**src/rtl/handshake_memory_pkg.sv**
```systemverilog
// Shared constants for the handshake memory: FSM state encoding, transfer
// mode encoding and the legal wait-state range.
package handshake_memory_pkg;

  localparam logic [1:0] ST_IDLE    = 2'd0;
  localparam logic [1:0] ST_WAITING = 2'd1;
  localparam logic [1:0] ST_BEAT    = 2'd2;

  localparam logic MODE_READ  = 1'b0;
  localparam logic MODE_WRITE = 1'b1;

  localparam int WAIT_MAX = 15;
  localparam int WAIT_W   = 4;

  // With zero wait states a beat starts on the very edge that schedules it.
  function automatic logic [1:0] beat_entry_state(input int wait_cycles);
    return (wait_cycles == 0) ? ST_BEAT : ST_WAITING;
  endfunction

endpackage

```
**src/rtl/memory_array.sv**
```systemverilog
// 2^M x N storage bank: asynchronous clear, one synchronous write port and
// one combinational read port.
module memory_array #(
  parameter int N = 8,
  parameter int M = 4
) (
  input  logic         Clock,
  input  logic         ResetN,
  input  logic         WriteEnable,
  input  logic [M-1:0] WriteAddr,
  input  logic [N-1:0] WriteData,
  input  logic [M-1:0] ReadAddr,
  output logic [N-1:0] ReadData
);

  logic [N-1:0] mem_q [2**M];

  // NOTE: every cell is cleared by reset because software relies on reading
  // zero after reset; this rules out mapping the array onto block RAM.
  always_ff @(posedge Clock or negedge ResetN) begin
    if (!ResetN) begin
      for (int i = 0; i < 2**M; i++) mem_q[i] <= '0;
    end else if (WriteEnable) begin
      mem_q[WriteAddr] <= WriteData;
    end
  end

  assign ReadData = mem_q[ReadAddr];

endmodule

```
**src/rtl/handshake_memory.sv**
```systemverilog
// Slow memory model with a Req/Ready handshake, programmable wait states and
// auto-incrementing bursts; outputs are all derived from registered state.
module handshake_memory
  import handshake_memory_pkg::*;
#(
  parameter int N    = 8,
  parameter int M    = 4,
  parameter int WAIT = 2,
  parameter int B    = 2
) (
  input  logic         Clock,
  input  logic         ResetN,
  input  logic         Req,
  input  logic         RW,
  input  logic [M-1:0] Address,
  input  logic [B-1:0] BurstLen,
  input  logic [N-1:0] DataIn,
  output logic [N-1:0] DataOut,
  output logic         Ready,
  output logic         Busy
);

  localparam logic [WAIT_W-1:0] WAIT_INIT   = WAIT_W'(WAIT);
  localparam logic [1:0]        ENTRY_STATE = beat_entry_state(WAIT);

  logic [1:0]        state_q, state_d;
  logic [WAIT_W-1:0] wait_q,  wait_d;
  logic [B-1:0]      beats_q, beats_d;
  logic [M-1:0]      addr_q,  addr_d;
  logic              mode_q,  mode_d;
  logic [N-1:0]      dout_q,  dout_d;
  logic              wr_en;
  logic [N-1:0]      rd_data;

  // NOTE: every signal gets a default before the case so no path leaves a
  // value unassigned, which would otherwise infer a latch.
  always_comb begin
    state_d = state_q;
    wait_d  = wait_q;
    beats_d = beats_q;
    addr_d  = addr_q;
    mode_d  = mode_q;
    dout_d  = dout_q;
    wr_en   = 1'b0;
    case (state_q)
      ST_IDLE: begin
        if (Req) begin
          addr_d  = Address;
          mode_d  = RW;
          beats_d = BurstLen;
          wait_d  = WAIT_INIT;
          state_d = ENTRY_STATE;
        end
      end
      ST_WAITING: begin
        wait_d = wait_q - 1'b1;
        if (wait_q == WAIT_W'(1)) state_d = ST_BEAT;
      end
      ST_BEAT: begin
        wr_en = (mode_q == MODE_WRITE);
        if (beats_q == '0) begin
          state_d = ST_IDLE;
        end else begin
          beats_d = beats_q - 1'b1;
          addr_d  = addr_q + 1'b1;
          wait_d  = WAIT_INIT;
          state_d = ENTRY_STATE;
        end
      end
      default: state_d = ST_IDLE;
    endcase
    // The read port looks at the address the next beat will use, so DataOut
    // is loaded on the same edge that enters BEAT.
    if (state_d == ST_BEAT && mode_d == MODE_READ) dout_d = rd_data;
  end

  // NOTE: sequential state uses non-blocking assignments so every flop sees
  // pre-edge values regardless of statement order.
  always_ff @(posedge Clock or negedge ResetN) begin
    if (!ResetN) begin
      state_q <= ST_IDLE;
      wait_q  <= '0;
      beats_q <= '0;
      addr_q  <= '0;
      mode_q  <= MODE_READ;
      dout_q  <= '0;
    end else begin
      state_q <= state_d;
      wait_q  <= wait_d;
      beats_q <= beats_d;
      addr_q  <= addr_d;
      mode_q  <= mode_d;
      dout_q  <= dout_d;
    end
  end

  memory_array #(.N(N), .M(M)) u_mem (
    .Clock      (Clock),
    .ResetN     (ResetN),
    .WriteEnable(wr_en),
    .WriteAddr  (addr_q),
    .WriteData  (DataIn),
    .ReadAddr   (addr_d),
    .ReadData   (rd_data)
  );

  assign DataOut = dout_q;
  assign Ready   = (state_q == ST_BEAT);
  assign Busy    = (state_q != ST_IDLE);

endmodule

```
**config.mk**
```make
export PLATFORM = sky130hd
export DESIGN_NAME = handshake_memory
export DESIGN_NICKNAME = d
export VERILOG_FILES = /design/src/rtl/handshake_memory_pkg.sv /design/src/rtl/memory_array.sv /design/src/rtl/handshake_memory.sv
export SDC_FILE = /design/constraint.sdc
export NUM_CORES = 1
export LEC_CHECK = 0
export BUFFER_PORTS_ARGS = -buffer_cell sky130_fd_sc_hd__buf_2
export CORE_MARGIN = 3
export CORE_UTILIZATION = 50
export CTS_BUF_LIST = sky130_fd_sc_hd__clkbuf_4 sky130_fd_sc_hd__clkbuf_8
export CTS_CLUSTER_SIZE = 30
export DETAILED_ROUTE_END_ITERATION = 12
export HOLD_SLACK_MARGIN = 0.06
export PLACE_DENSITY = 0.67
export SETUP_SLACK_MARGIN = 0.2
export SYNTH_ARGS = -nofsm -noshare
export SYNTH_HDL_FRONTEND = slang
export SYNTH_SLANG_ARGS = --single-unit
```
**constraint.sdc**
```tcl
create_clock -name Clock -period 3.01 [get_ports Clock]
set_input_delay 0.1505 -clock Clock [delete_from_list [all_inputs] [get_ports Clock]]
set_output_delay 0.1505 -clock Clock [all_outputs]
set_load 0.1 [all_outputs]
```
==> flow_metrics.env <==
export IMPL_cp_arrival_ps=2940
export IMPL_n_antenna_cell=0
export IMPL_min_period_over_period=0.8717
export IMPL_drive_gt1_frac=0.4043
export IMPL_cts_max_level=4
export IMPL_final_common_cell="dfrtp_1"
export IMPL_postLayoutCellArea_um2=8014
export IMPL_antenna_found_initial=0
export IMPL_drv_cap=0
export IMPL_ys_warn_count=0
export IMPL_grt_max_degree=73
export IMPL_setup_ws_ps=386.2
export IMPL_mostFrequentLayoutCells="dfrtp_1 (148), mux2_2 (139), nand3_1 (37)"
export IMPL_hpwl_um=11760
export IMPL_ys_seq_elements=149
export IMPL_min_path_type="in2reg"
export IMPL_rows=43
export IMPL_dr_wl_met2_um=8379
export IMPL_clk_latency_ps=450
export IMPL_drt_iter0_drc=425
export IMPL_synth_top_cells_by_area="dfrtp_1 (52%), mux2_2 (22%), mux4_2 (4.7%)"
export IMPL_cpMaxStageDelayCell="dfrtp_1"
export IMPL_criticalPathCategory="reg2reg"
export IMPL_highest_layer="met4"
export IMPL_pin_count=28
export IMPL_firstDrtPassIters=7
export IMPL_rsz0062_at_grt="no"
export IMPL_drt_wl_total_um=17830
export IMPL_mappedNetlistArea_um2=7186
export IMPL_synth_net_count=581
export IMPL_via_per_inst=6.210
export IMPL_ys_flop_type="dfrtp_1"
export IMPL_wl_met1_um=7951
export IMPL_cts_num_sinks=149
export IMPL_run_status="finished clean"
export IMPL_cp_required_ps=3320
export IMPL_grt_usage=0.2336
export IMPL_hold_violations=0
export IMPL_cp_max_fo=24
export IMPL_max_vdd_ir_drop_v=0.0003764
export IMPL_relSlewSlack=0.5109
export IMPL_cts_path_max_buffers=2
export IMPL_min_period_ps=2624
export IMPL_setup_viol=0
export IMPL_cts_setup_buffers=0
export IMPL_core_area_um2=13990
export IMPL_yosysUniqueCellTypes=52
export IMPL_yosysSeqAreaShare=0.5189
export IMPL_globalRouteOverflowTotal=0
export IMPL_fin_util=0.5729
export IMPL_met3_wirelength_um=1015
export IMPL_max_stage_delay_ps=490
export IMPL_fmax_ghz=0.3811
export IMPL_cts_buffers_inserted=17
export IMPL_fin_setup_tns_ps=0
export IMPL_dieArea_um2=15850
export IMPL_cp_end_kind="flip-flop"
export IMPL_grt_pass1_wl_um=28320
export IMPL_die_height_um=125.9
export IMPL_path_clk_slew_ps=70
export IMPL_final_antenna_net_count=0
export IMPL_crit_chain="inv_1 > ha_1 > and3b_1 > o21a_1 > nor2_4 > inv_4 > mux4_2 > a22oi_1 > o211ai_1"
export IMPL_die_x_um=125.9
export IMPL_syn_inst=556
export IMPL_yosysTopAreaCellShare=0.5189
export IMPL_final_nets=621
export IMPL_clockRootBuffer="clkbuf_8"
export IMPL_clock_skew_ps=6.573
export IMPL_cellPowerDensity_nw_per_um2=820.3
export IMPL_numPortBuffers=27
export IMPL_initial_utilization=0.5137
export IMPL_tightest_slew_ps=733.6
export IMPL_placed_area_um2=7596
export IMPL_p_leak_uw=0.003690
export IMPL_nFillCells=1170
export IMPL_dpl_worst_slack_ps=313.0
export IMPL_cts_tree="built"
export IMPL_syn_mean_instance_area_um2=12.92
export IMPL_route_detailed_drc=0
export IMPL_critical_path_startpoint_type="flip-flop"
export IMPL_synth_edf_count=0
export IMPL_drv_slew=0
export IMPL_vias=4881
export IMPL_avgRoutedWirePerCell_um=22.68
export IMPL_gp_congestion=0.8257
export IMPL_synthToLayoutAreaGrowth_pct=11.53
export IMPL_async_reset_ff_frac=1.000
export IMPL_synth_area_leader_cell="dfrtp_1"
export IMPL_grt_pass1_vias=4971
worst max-delay path, delay by kind of cell, from the launching register on:
kind	cells	cell delay [ps]
buffers and inverters	2	430
and+or+nand+nor	2	290
DFF	1	490
muxes	1	370
AOI/OAI and AO/OA	3	590
adders and majority gates	1	310
registers in the layout (all words and copies together) (netlist names):
signal / flops
DataOut: 8
state_q: 2
addr_q: 4
mode_q: 1
beats_q: 2
wait_q: 4
u_mem.mem_q: 128
worst paths after layout:
check                                 from  cells past startpoint  slack, ps               end
min                              DataIn[6]                      3        110   u_mem.mem_q[38]
max                              addr_q[0]                      9        390        DataOut[3]
min in group asynchronous           ResetN                      2        290    u_mem.mem_q[3]
max in group asynchronous           ResetN                      3       1930  u_mem.mem_q[100]
max reg2reg                      addr_q[0]                      9        390        DataOut[3]
min reg2reg                u_mem.mem_q[25]                      1        500   u_mem.mem_q[25]
cell type report:
| cell class | instances | area, µm² | share of cell area |
|---|---|---|---|
| multi-input cells | 364 | 3282 | 0.4095 |
| clock inverters | 4 | 47.55 | 0.005933 |
| inverters | 13 | 53.80 | 0.006714 |
| well taps | 180 | 225.2 | 0.02810 |
| repair buffers | 51 | 356.6 | 0.04450 |
| clock buffers | 25 | 319.1 | 0.03981 |
| flip-flops and latches | 149 | 3730 | 0.4654 |
logic make-up (layout without fill, tap and decap cells):
kind of cell / count (synthesis) / in the layout / share of synthesized area
AO/OA/AOI/OAI: 83 / 83 / 0.07836
multiplexers: 166 / 166 / 0.2824
buffers and inverters: 43 / 93 / 0.02577
XOR/XNOR: 2 / 2 / 0.002438
flip-flops: 149 / 149 / 0.5189
adder cells (fa/ha/maj): 7 / 7 / 0.01219
AND/OR/NAND/NOR: 106 / 106 / 0.07992
metrics by stage:
| stage | hold WS, ps | power [µW] | instances |
|---|---|---|---|
| after floorplan | -145.1 | 4452 | 556 |
| after global placement | 204.7 | 5043 | 753 |
| after detailed placement | 216.5 | 5120 | 753 |
| after CTS | 88.23 | 6599 | 786 |
| after global routing | 133.4 | 6929 | 786 |
| final | 109.0 | 6574 | 786 |
what timing repair did:
item,in CTS,in global routing
endpoints found under the setup margin,0,5
gates resized for setup,0,3
hold endpoints to repair,73,0
hold buffers,4,0
routing by layer:
metal / global-route usage / up-vias
met5: 0 / -
met4: 0.07950 / 0
met3: 0.06107 / 39
met2: 0.3687 / 164
met1: 0.3164 / 2529
li1: - / 2149
power by group:
group | switching (µW) | internal [µW]
sequential | 305 | 2380
clock | 701 | 762
combinational | 1490 | 939
Yosys cell counts (all sizes together), types with 10 or more instances:
library cell / count
nor2b: 11
nand3: 37
buf: 10
o211ai: 11
dfrtp: 149
o21ai: 27
nor2: 18
nand2: 15
mux4: 15
mux2: 144
inv: 12
a21oi: 11
clkbuf: 20
Power figures use the tool's default switching activity.
